<file path="config.mk">
export PLATFORM = sky130hd
export DESIGN_NAME = uart_tx_mmio
export DESIGN_NICKNAME = d
export VERILOG_FILES = /design/src/rtl/uart_tx_mmio_pkg.sv /design/src/rtl/uart_tx_mmio_fifo.sv /design/src/rtl/uart_tx_mmio.sv
export SDC_FILE = /design/constraint.sdc
export NUM_CORES = 1
export LEC_CHECK = 0
export CAP_MARGIN = 10
export CORE_UTILIZATION = 44
export CTS_BUF_LIST = sky130_fd_sc_hd__clkbuf_8
export DETAILED_ROUTE_END_ITERATION = 10
export PLACE_DENSITY = 0.87
export SYNTH_ARGS = -nofsm -noshare
export SYNTH_HDL_FRONTEND = slang
export SYNTH_SLANG_ARGS = --single-unit
export TNS_END_PERCENT = 100
</file>
<file path="constraint.sdc">
create_clock -name clk -period 2.28 [get_ports clk]
set_input_delay 0.342 -clock clk [delete_from_list [all_inputs] [get_ports clk]]
set_output_delay 0.342 -clock clk [all_outputs]
set_load 0.005 [all_outputs]
</file>
<file path="src/rtl/uart_tx_mmio_pkg.sv">
// rtl/uart_tx_mmio_pkg.sv - shared bus, address, FSM and status-bit constants for uart_tx_mmio
package uart_tx_mmio_pkg;

   localparam logic [1:0]  BUS_NOP        = 2'b10;
   localparam logic [31:0] UART_TXD_ADDR  = 32'h4000_0018;
   localparam logic [31:0] UART_STAT_ADDR = 32'h4000_001C;

   // 3-bit encoding leaves room for PARITY whether or not it is built in
   typedef enum logic [2:0] {
      ST_IDLE   = 3'd0,
      ST_START  = 3'd1,
      ST_DATA   = 3'd2,
      ST_PARITY = 3'd3,
      ST_STOP   = 3'd4
   } tx_state_e;

   localparam int STAT_BUSY      = 0;
   localparam int STAT_FULL      = 1;
   localparam int STAT_EMPTY     = 2;
   localparam int STAT_OVF       = 3;
   localparam int STAT_COUNT_LSB = 8;

endpackage

</file>
<file path="src/rtl/uart_tx_mmio_fifo.sv">
// rtl/uart_tx_mmio_fifo.sv - uart_fifo: 8-bit synchronous FIFO, 2**AW entries, head visible on dout
module uart_fifo #(
   parameter int AW = 2
) (
   input  logic          clk,
   input  logic          reset,
   input  logic          push,
   input  logic          pop,
   input  logic [7:0]    din,
   output logic [7:0]    dout,
   output logic          full,
   output logic          empty,
   output logic [AW:0]   count
);

   localparam int DEPTH = 1 << AW;

   logic [7:0]    mem_q [DEPTH];
   logic [AW-1:0] wptr_q, wptr_d;
   logic [AW-1:0] rptr_q, rptr_d;
   logic [AW:0]   count_q, count_d;
   logic          do_push, do_pop;

   always_comb begin
      full    = (count_q == (AW+1)'(DEPTH));
      empty   = (count_q == '0);
      // full is judged on pre-edge state, so a same-cycle pop never admits a push
      do_push = push && !full;
      do_pop  = pop && !empty;
      wptr_d  = wptr_q;
      rptr_d  = rptr_q;
      count_d = count_q;
      if (do_push) begin
         wptr_d = wptr_q + 1'b1;
      end
      if (do_pop) begin
         rptr_d = rptr_q + 1'b1;
      end
      case ({do_push, do_pop})
         2'b10:   count_d = count_q + 1'b1;
         2'b01:   count_d = count_q - 1'b1;
         default: count_d = count_q;
      endcase
   end

   always_ff @(posedge clk) begin
      if (!reset) begin
         wptr_q  <= '0;
         rptr_q  <= '0;
         count_q <= '0;
      end else begin
         wptr_q  <= wptr_d;
         rptr_q  <= rptr_d;
         count_q <= count_d;
      end
   end

   always_ff @(posedge clk) begin
      if (do_push) begin
         mem_q[wptr_q] <= din;
      end
   end

   assign dout  = mem_q[rptr_q];
   assign count = count_q;

endmodule

</file>
<file path="src/rtl/uart_tx_mmio.sv">
// rtl/uart_tx_mmio.sv - memory-mapped UART transmitter (TX FIFO + 8N1 serializer)
// Define UART_PARITY_EN to insert an even-parity bit between data and stop bits.
module uart_tx_mmio
   import uart_tx_mmio_pkg::*;
#(
   parameter int          CLKS_PER_BIT = 868,
   parameter int          FIFO_AW      = 2,
   parameter logic [31:0] ADDR_TXD     = UART_TXD_ADDR,
   parameter logic [31:0] ADDR_STAT    = UART_STAT_ADDR
) (
   input  logic        clk,
   input  logic        reset,
   input  logic [31:0] addr,
   input  logic [31:0] wdata,
   input  logic [1:0]  rdop,
   input  logic [1:0]  wrop,
   output logic [31:0] rdata,
   output logic        Tx_Serial
);

   localparam int CW = (CLKS_PER_BIT > 1) ? $clog2(CLKS_PER_BIT) : 1;
   localparam logic [CW-1:0] BAUD_LAST = CW'(CLKS_PER_BIT - 1);

   tx_state_e       state_q, state_d;
   logic [CW-1:0]   baud_q, baud_d;
   logic [2:0]      bit_q, bit_d;
   logic [7:0]      shift_q, shift_d;
   logic            ovf_q, ovf_d;
`ifdef UART_PARITY_EN
   logic            parity_q, parity_d;
`endif

   logic            wr_txd, wr_stat, rd_stat;
   logic            baud_done;
   logic            fifo_pop, fifo_full, fifo_empty;
   logic [7:0]      fifo_dout;
   logic [FIFO_AW:0] fifo_count;
   logic [31:0]     status;
   logic [23:0]     unused_wdata;

   assign unused_wdata = wdata[31:8];

   always_comb begin
      wr_txd  = (addr == ADDR_TXD)  && (wrop != BUS_NOP);
      wr_stat = (addr == ADDR_STAT) && (wrop != BUS_NOP);
      rd_stat = (addr == ADDR_STAT) && (rdop != BUS_NOP);
   end

   uart_fifo #(
      .AW (FIFO_AW)
   ) u_fifo (
      .clk   (clk),
      .reset (reset),
      .push  (wr_txd),
      .pop   (fifo_pop),
      .din   (wdata[7:0]),
      .dout  (fifo_dout),
      .full  (fifo_full),
      .empty (fifo_empty),
      .count (fifo_count)
   );

   // a drop on a full FIFO outranks a same-edge clear
   always_comb begin
      ovf_d = ovf_q;
      if (wr_stat) begin
         ovf_d = 1'b0;
      end
      if (wr_txd && fifo_full) begin
         ovf_d = 1'b1;
      end
   end

   always_comb begin
      state_d   = state_q;
      baud_d    = baud_q;
      bit_d     = bit_q;
      shift_d   = shift_q;
      fifo_pop  = 1'b0;
      Tx_Serial = 1'b1;
`ifdef UART_PARITY_EN
      parity_d  = parity_q;
`endif
      baud_done = (baud_q == BAUD_LAST);
      case (state_q)
         ST_IDLE: begin
            if (!fifo_empty) begin
               fifo_pop = 1'b1;
               shift_d  = fifo_dout;
`ifdef UART_PARITY_EN
               parity_d = ^fifo_dout;
`endif
               baud_d   = '0;
               bit_d    = '0;
               state_d  = ST_START;
            end
         end
         ST_START: begin
            Tx_Serial = 1'b0;
            if (baud_done) begin
               baud_d  = '0;
               bit_d   = '0;
               state_d = ST_DATA;
            end else begin
               baud_d = baud_q + 1'b1;
            end
         end
         ST_DATA: begin
            Tx_Serial = shift_q[0];
            if (baud_done) begin
               baud_d  = '0;
               shift_d = {1'b0, shift_q[7:1]};
               if (bit_q == 3'd7) begin
`ifdef UART_PARITY_EN
                  state_d = ST_PARITY;
`else
                  state_d = ST_STOP;
`endif
               end else begin
                  bit_d = bit_q + 1'b1;
               end
            end else begin
               baud_d = baud_q + 1'b1;
            end
         end
`ifdef UART_PARITY_EN
         ST_PARITY: begin
            Tx_Serial = parity_q;
            if (baud_done) begin
               baud_d  = '0;
               state_d = ST_STOP;
            end else begin
               baud_d = baud_q + 1'b1;
            end
         end
`endif
         ST_STOP: begin
            Tx_Serial = 1'b1;
            if (baud_done) begin
               baud_d  = '0;
               state_d = ST_IDLE;
            end else begin
               baud_d = baud_q + 1'b1;
            end
         end
         default: begin
            baud_d  = '0;
            state_d = ST_IDLE;
         end
      endcase
   end

   always_ff @(posedge clk) begin
      if (!reset) begin
         state_q  <= ST_IDLE;
         baud_q   <= '0;
         bit_q    <= '0;
         shift_q  <= '0;
         ovf_q    <= 1'b0;
`ifdef UART_PARITY_EN
         parity_q <= 1'b0;
`endif
      end else begin
         state_q  <= state_d;
         baud_q   <= baud_d;
         bit_q    <= bit_d;
         shift_q  <= shift_d;
         ovf_q    <= ovf_d;
`ifdef UART_PARITY_EN
         parity_q <= parity_d;
`endif
      end
   end

   always_comb begin
      status                                    = '0;
      status[STAT_BUSY]                         = (state_q != ST_IDLE);
      status[STAT_FULL]                         = fifo_full;
      status[STAT_EMPTY]                        = fifo_empty;
      status[STAT_OVF]                          = ovf_q;
      status[STAT_COUNT_LSB +: FIFO_AW+1]       = fifo_count;
      rdata = rd_stat ? status : 32'b0;
   end

endmodule

</file>
Word level (Yosys, flattened, before mapping) --
Memory sizes are Yosys's and may differ from the RTL's. A register that Yosys moved wholly into a read port is not among the register bits. Index checks and enable logic that the tools add are counted. Widths: inputs -> output; s select.
Storage, ports and cells: bits in registers 32, RAM bits 32, input bits 70, output and inout port bits 33, word-level logic and storage cells 79, memories 1
Memory list:
- u_fifo.mem_q | words 4, bits a word 8, read ports 1, clocked after Yosys merged registers in 1, write ports 1, RTL line uart_tx_mmio_fifo.sv:18 | logic [7:0] mem_q [DEPTH];
Operators by class: add/sub/neg operators 6, equality and inequality tests 18, muxes and demuxes 27, reduce and logical (&&, ||, !) cells 19
Operators by type and width (number):
- $eq 32x31->1 const B | 2
- $mux 3 | 8
- $mux 10 | 2
- $pmux 10 s2 | 1
- $mux 8 | 2
- $ne 2x2->1 const B | 8
- $pmux 8 s2 | 1
- $pmux 3 s4 | 1
- $mux 11 | 1
- $add 10x1->10 const B | 1
- $eq 10x10->1 const B | 1
- $reduce_and 5->1 | 2
- $eq 3x3->1 const B | 3
- $pmux 3 s3 | 1
- $add 3x1->3 const B | 2
- $logic_and 1x1->1 | 6
- $logic_not 3->1 | 2
- $mux 1 | 6
- $pmux 3 s2 | 1
- $reduce_bool 2->1 | 3
- $reduce_bool 3->1 | 2
- $add 2x1->2 const B | 2
- $mux 2 | 2
- $eq 3x1->1 const B | 1
- 8 further kinds | 9

Longest topological paths before layout --
word-level depth 6, gate-level depth with buffers 10, mapped depth without buffers 10

Hierarchy --
Synthesis repeated with hierarchy kept, for this count alone.
Second synthesis, totals: cells, all modules 297, area, all modules 3343.2 µm²
Modules (own cells, without submodules):
- uart_tx_mmio | times used 1, cells each 201, area each 1699.1 µm², seq. area each 500.5 µm²
- uart_fifo | times used 1, cells each 96, area each 1644.1 µm², seq. area each 1141.1 µm²

Worst setup path before layout --
Ideal clock, no wire load.
kind register -> register, from reg state_q[0], to reg u_fifo.count_q[2] (netlist: u_fifo.count[2]), arrival 2301 ps, path slack -93 ps, stages on the path, launching flop included 11, path buffers 2, clock period less this slack 2373 ps, path through dfxtp_1 buf_2 or3_1 nor2_1 buf_4 ha_1 inv_1 fa_1 xor2_1 or3_1 a21oi_1
Between the ends: word-level cells in the longest chain between the ends 5, elaborated cells between the ends (all ways) 7
RTL lines:
- from (decl) | RTL line uart_tx_mmio.sv:24 | tx_state_e state_q, state_d;
- from (signal assigned) | RTL line uart_tx_mmio.sv:164 | state_q <= state_d;
- $logic_not 3->1 * | RTL line uart_tx_mmio.sv:85 | case (state_q)
- $mux 1 * | RTL line uart_tx_mmio.sv:85
- $logic_and 1x1->1 * | RTL line uart_tx_mmio_fifo.sv:29 | do_pop = pop && !empty;
- named net u_fifo.do_pop | RTL line uart_tx_mmio_fifo.sv:22 | logic do_push, do_pop;
- $eq 2x1->1 or $eq 2x2->1 (tied branches) | RTL line uart_tx_mmio_fifo.sv:39 | case ({do_push, do_pop})
- $pmux 3 s2 or $reduce_bool 2->1 (tied branches)
- to (signal assigned) | RTL line uart_tx_mmio_fifo.sv:54 | count_q <= count_d;
- to (decl) | RTL line uart_tx_mmio_fifo.sv:21 | logic [AW:0] count_q, count_d;
Mark *: on every way through the listed nets, which the timed path passes. The rest lies on a longest branch. A chain may end at the register's enable or synchronous reset.

Worst setup path in the final report --
from in addr[16], to reg u_fifo.count_q[2] (netlist: u_fifo.count[2])
Between the ends: word-level cells in the longest chain between the ends 5, elaborated cells between the ends (all ways) 7
RTL lines:
- from (decl) | RTL line uart_tx_mmio.sv:13 | input logic [31:0] addr,
- $eq 32x31->1 * | RTL line uart_tx_mmio.sv:44 | wr_txd = (addr == ADDR_TXD) && (wrop != BUS_NOP);
- $logic_and 1x1->1 * | RTL line uart_tx_mmio.sv:44
- $logic_and 1x1->1 * | RTL line uart_tx_mmio_fifo.sv:28 | do_push = push && !full;
- $eq 2x1->1 or $eq 2x2->1 (tied branches) | RTL line uart_tx_mmio_fifo.sv:39
- $pmux 3 s2 or $reduce_bool 2->1 (tied branches)
Every way passes the cells marked *; elsewhere a longest branch is shown, timed or not.

==> results_dict.tcl <==
set metrics [dict create \
    status "finished with violations" \
    violations "setup timing" \
    place_ws_ns -0.434 \
    rows 32 \
    rsz0062_at_grt "yes" \
    grt_util_all_layers_pct 19.7 \
    total_power_mw 2.43 \
    synth_ff_type "dfxtp_1" \
    cp_common_cell "inv_2" \
    finalCriticalPeriod_ns 2.30 \
    antenna_found_initial 0 \
    path_clk_slew_ns 0.06 \
    r2r_start "state_q[0]" \
    grt_pass1_wl_um 12800 \
    core_um2 7730 \
    crit_chain "clkdlybuf4s15_1, nor4_4, nand4_4, buf_6, nor4b_4, inv_2, ha_4, inv_2, fa_2, xor2_2, or3_1, a21oi_2" \
    timing.critical_path.arrival_ns 2.59 \
    clock-root-buffer "clkbuf_8" \
    antenna_cells 0 \
    setup_viol 2 \
    drt_wl_total_um 7640 \
    ys_ff_latch 66 \
    p_switching_uw 521 \
    hpwl_um 5190 \
    min_path_type "flip-flop to flip-flop" \
    seq_area_um2 1640 \
    ctsHoldBuffers 0 \
    grt.overflow.total 0 \
    syn_area_um2 3520 \
    globalplace.congestion 0.838 \
    final_common_cell "dfxtp_1" \
    multi_input_area_um2 1740 \
    criticalPathCategory "input port to flip-flop" \
    finClkSkew_ns 0.0110 \
    grt_pass1_vias 2676 \
    clockPowerShare_pct 43.7 \
    ys_seq_area_share_pct 46.7 \
    vias 2615 \
    hold_depth 2 \
    die_height_um 91.4 \
    antenna_left 0 \
    p_seq_share_pct 51.0 \
    power_density_nw_per_um2 541 \
    clk_latency_ns 0.35 \
    cts_tree "built" \
    avgSynthCellArea_um2 11.8 \
    cts_buffers 9 \
    cp_data_required_time_ns 2.56 \
    final_cell_mix "dfxtp_1, edfxtp_1, conb_1" \
    start_kind "input port" \
    crit_fanout 2 \
    synthCells 298 \
    die_x_um 91.4 \
    nets 455 \
    cts.sinks 66 \
    p_comb_share_pct 5.3 \
    slowest_stage "nor4_4" \
    initial_utilization_pct 45.5 \
    cellLeakagePower_nw 1.68 \
    worst_pin_slew_ns 0.596 \
    slew_headroom_pct 59.2 \
    vias_per_cell 5.41 \
    ir_drop_v 0.000479 \
    routedWlPerCell_um 15.8 \
    fillers 603 \
    drv_cap 0 \
    die_area_um2 8350 \
    finalHoldViolations 0 \
    worstHoldStart "bit_q[0]" \
    clock_path_buffers 2 \
    fmax_mhz 434 \
    whs_endpoint "bit_q[0]" \
    grt_max_degree 17 \
    drive_above_1_share_pct 26.0 \
    p_int_mw 1.91 \
    swShare_pct 21.4 \
    cpPeakStageDelay_ns 0.35 \
    reg2reg_slack_ns 0.11 \
    ios 103 \
    final-max-slew-violation-count 0 \
    synth_edf_count 32 \
    yosysUniqueCellTypes 52 \
    htreeDepth 3 \
    r2r_end "u_fifo.count[2]" \
    synthToLayoutAreaGrowth_pct 27.9 \
    io_buffers 53 \
    dr.pass1.iters 4 \
    tns_ns -0.0312 \
    ys_warn_count 0 \
    period_share_pct 101 \
    ys_async_sr_fraction_pct 0 \
    drc 0 \
    cp-end-kind "flip-flop" \
    drt_iter0_markers 222 \
    r2r_cells 8 \
    layout_setup_ws_ns -0.0230 \
]
[area by class of cell]
class | count | area share [%]
Multi-Input combinational cell | 205 | 38.6
Sequential cell | 66 | 36.5
Timing Repair Buffer | 82 | 16.3
Tap cell | 102 | 2.84
Clock buffer | 9 | 2.75
Clock inverter | 7 | 1.98
Inverter | 12 | 1.00
[power groups by stage]
stage	Sequential [mW]	Clock [mW]	Combinational (mW)
floorplan	1.27	0	0.0675
global placement	1.27	0	0.139
detailed placement	1.27	0	0.143
CTS	1.24	1.08	0.126
global route	1.24	1.13	0.139
finish	1.24	1.06	0.128
[critical path, delay by kind of cell]
kind | cells | cell delay, ns
AO/OA/AOI/OAI | 1 | 0.14
XOR/XNOR | 1 | 0.09
adder cells (fa/ha/maj) | 2 | 0.39
buffers and inverters | 4 | 0.48
AND/OR/NAND/NOR | 4 | 1.14
[flip-flops by register name (all words and copies together), names as in the netlist, named ones only]
| signal | count |
|---|---|
| u_fifo.rptr_q | 2 |
| u_fifo.count | 3 |
| shift_q | 8 |
| ovf_q | 1 |
| bit_q | 3 |
| u_fifo.mem_q | 32 |
| u_fifo.wptr_q | 2 |
| state_q | 3 |
| baud_q | 10 |
[worst max path at each step]
| stage | startpoint | to | cells after the start |
|---|---|---|---|
| after floorplan | addr[18] | u_fifo.count[2] | 10 |
| after global placement | addr[18] | u_fifo.count[2] | 11 |
| after detailed placement | addr[0] | rdata[8] | 6 |
| after CTS | addr[16] | u_fifo.count[2] | 12 |
| after global routing | addr[16] | u_fifo.count[2] | 12 |
| final | addr[16] | u_fifo.count[2] | 12 |
[kinds of logic (layout without fill, tap and decap cells)]
kind of cell               count (synthesis)  count (layout)  synth area share (%)
DFF                                       66              66                  46.7
muxes                                     18              18                  7.97
other                                      1              25                 0.107
and+or+nand+nor                          100             100                  20.7
xor gates and xnor gates                  11              11                  2.74
adders and majority gates                  9               9                  3.42
AOI/OAI and AO/OA                         42              42                  9.22
buffers and inverters                     51             110                  9.15
[cells in the mapped netlist (7+ instances only)]
library cell,count,area share [%]
inv_1,11,1.2
mux4_2,8,5.1
nand2_1,8,0.85
ha_1,8,2.8
nor2_1,13,1.4
buf_4,27,5.8
dfxtp_1,34,19
a211oi_2,7,2.5
mux2i_1,10,2.8
nor3_1,24,3.4
edfxtp_1,32,27
[routing by layer]
layer	vias to the layer above	wire (um)	track usage, %	share of wire [%]
met5	-	0	0	0
met4	0	147	7.14	1.9
met3	16	410	5.11	5.4
met2	102	3920	33.9	51
met1	1271	3160	23.6	41
li1	1226	-	-	-
[stage by stage]
| step | utilization [%] | instances | hold WS (ns) | cell area (um2) |
|---|---|---|---|---|
| floorplan | - | 322 | 0.441 | 3630 |
| global placement | 54.6 | 461 | 0.466 | 4220 |
| detailed placement | 54.6 | 461 | 0.472 | 4220 |
| CTS | 57.9 | 483 | 0.492 | 4470 |
| global route | 58.2 | 483 | 0.540 | 4500 |
| finish | 58.2 | 483 | 0.494 | 4500 |
[what timing repair did]
item / 4_1_cts / 5_1_grt
pin swaps: 16 / 10
resized for setup: 82 / 15
setup buffers: 6 / 0
endpoints found under the hold margin: 0 / 0
endpoints found under the setup margin: 9 / 11
(Power assumes the default switching activity.)
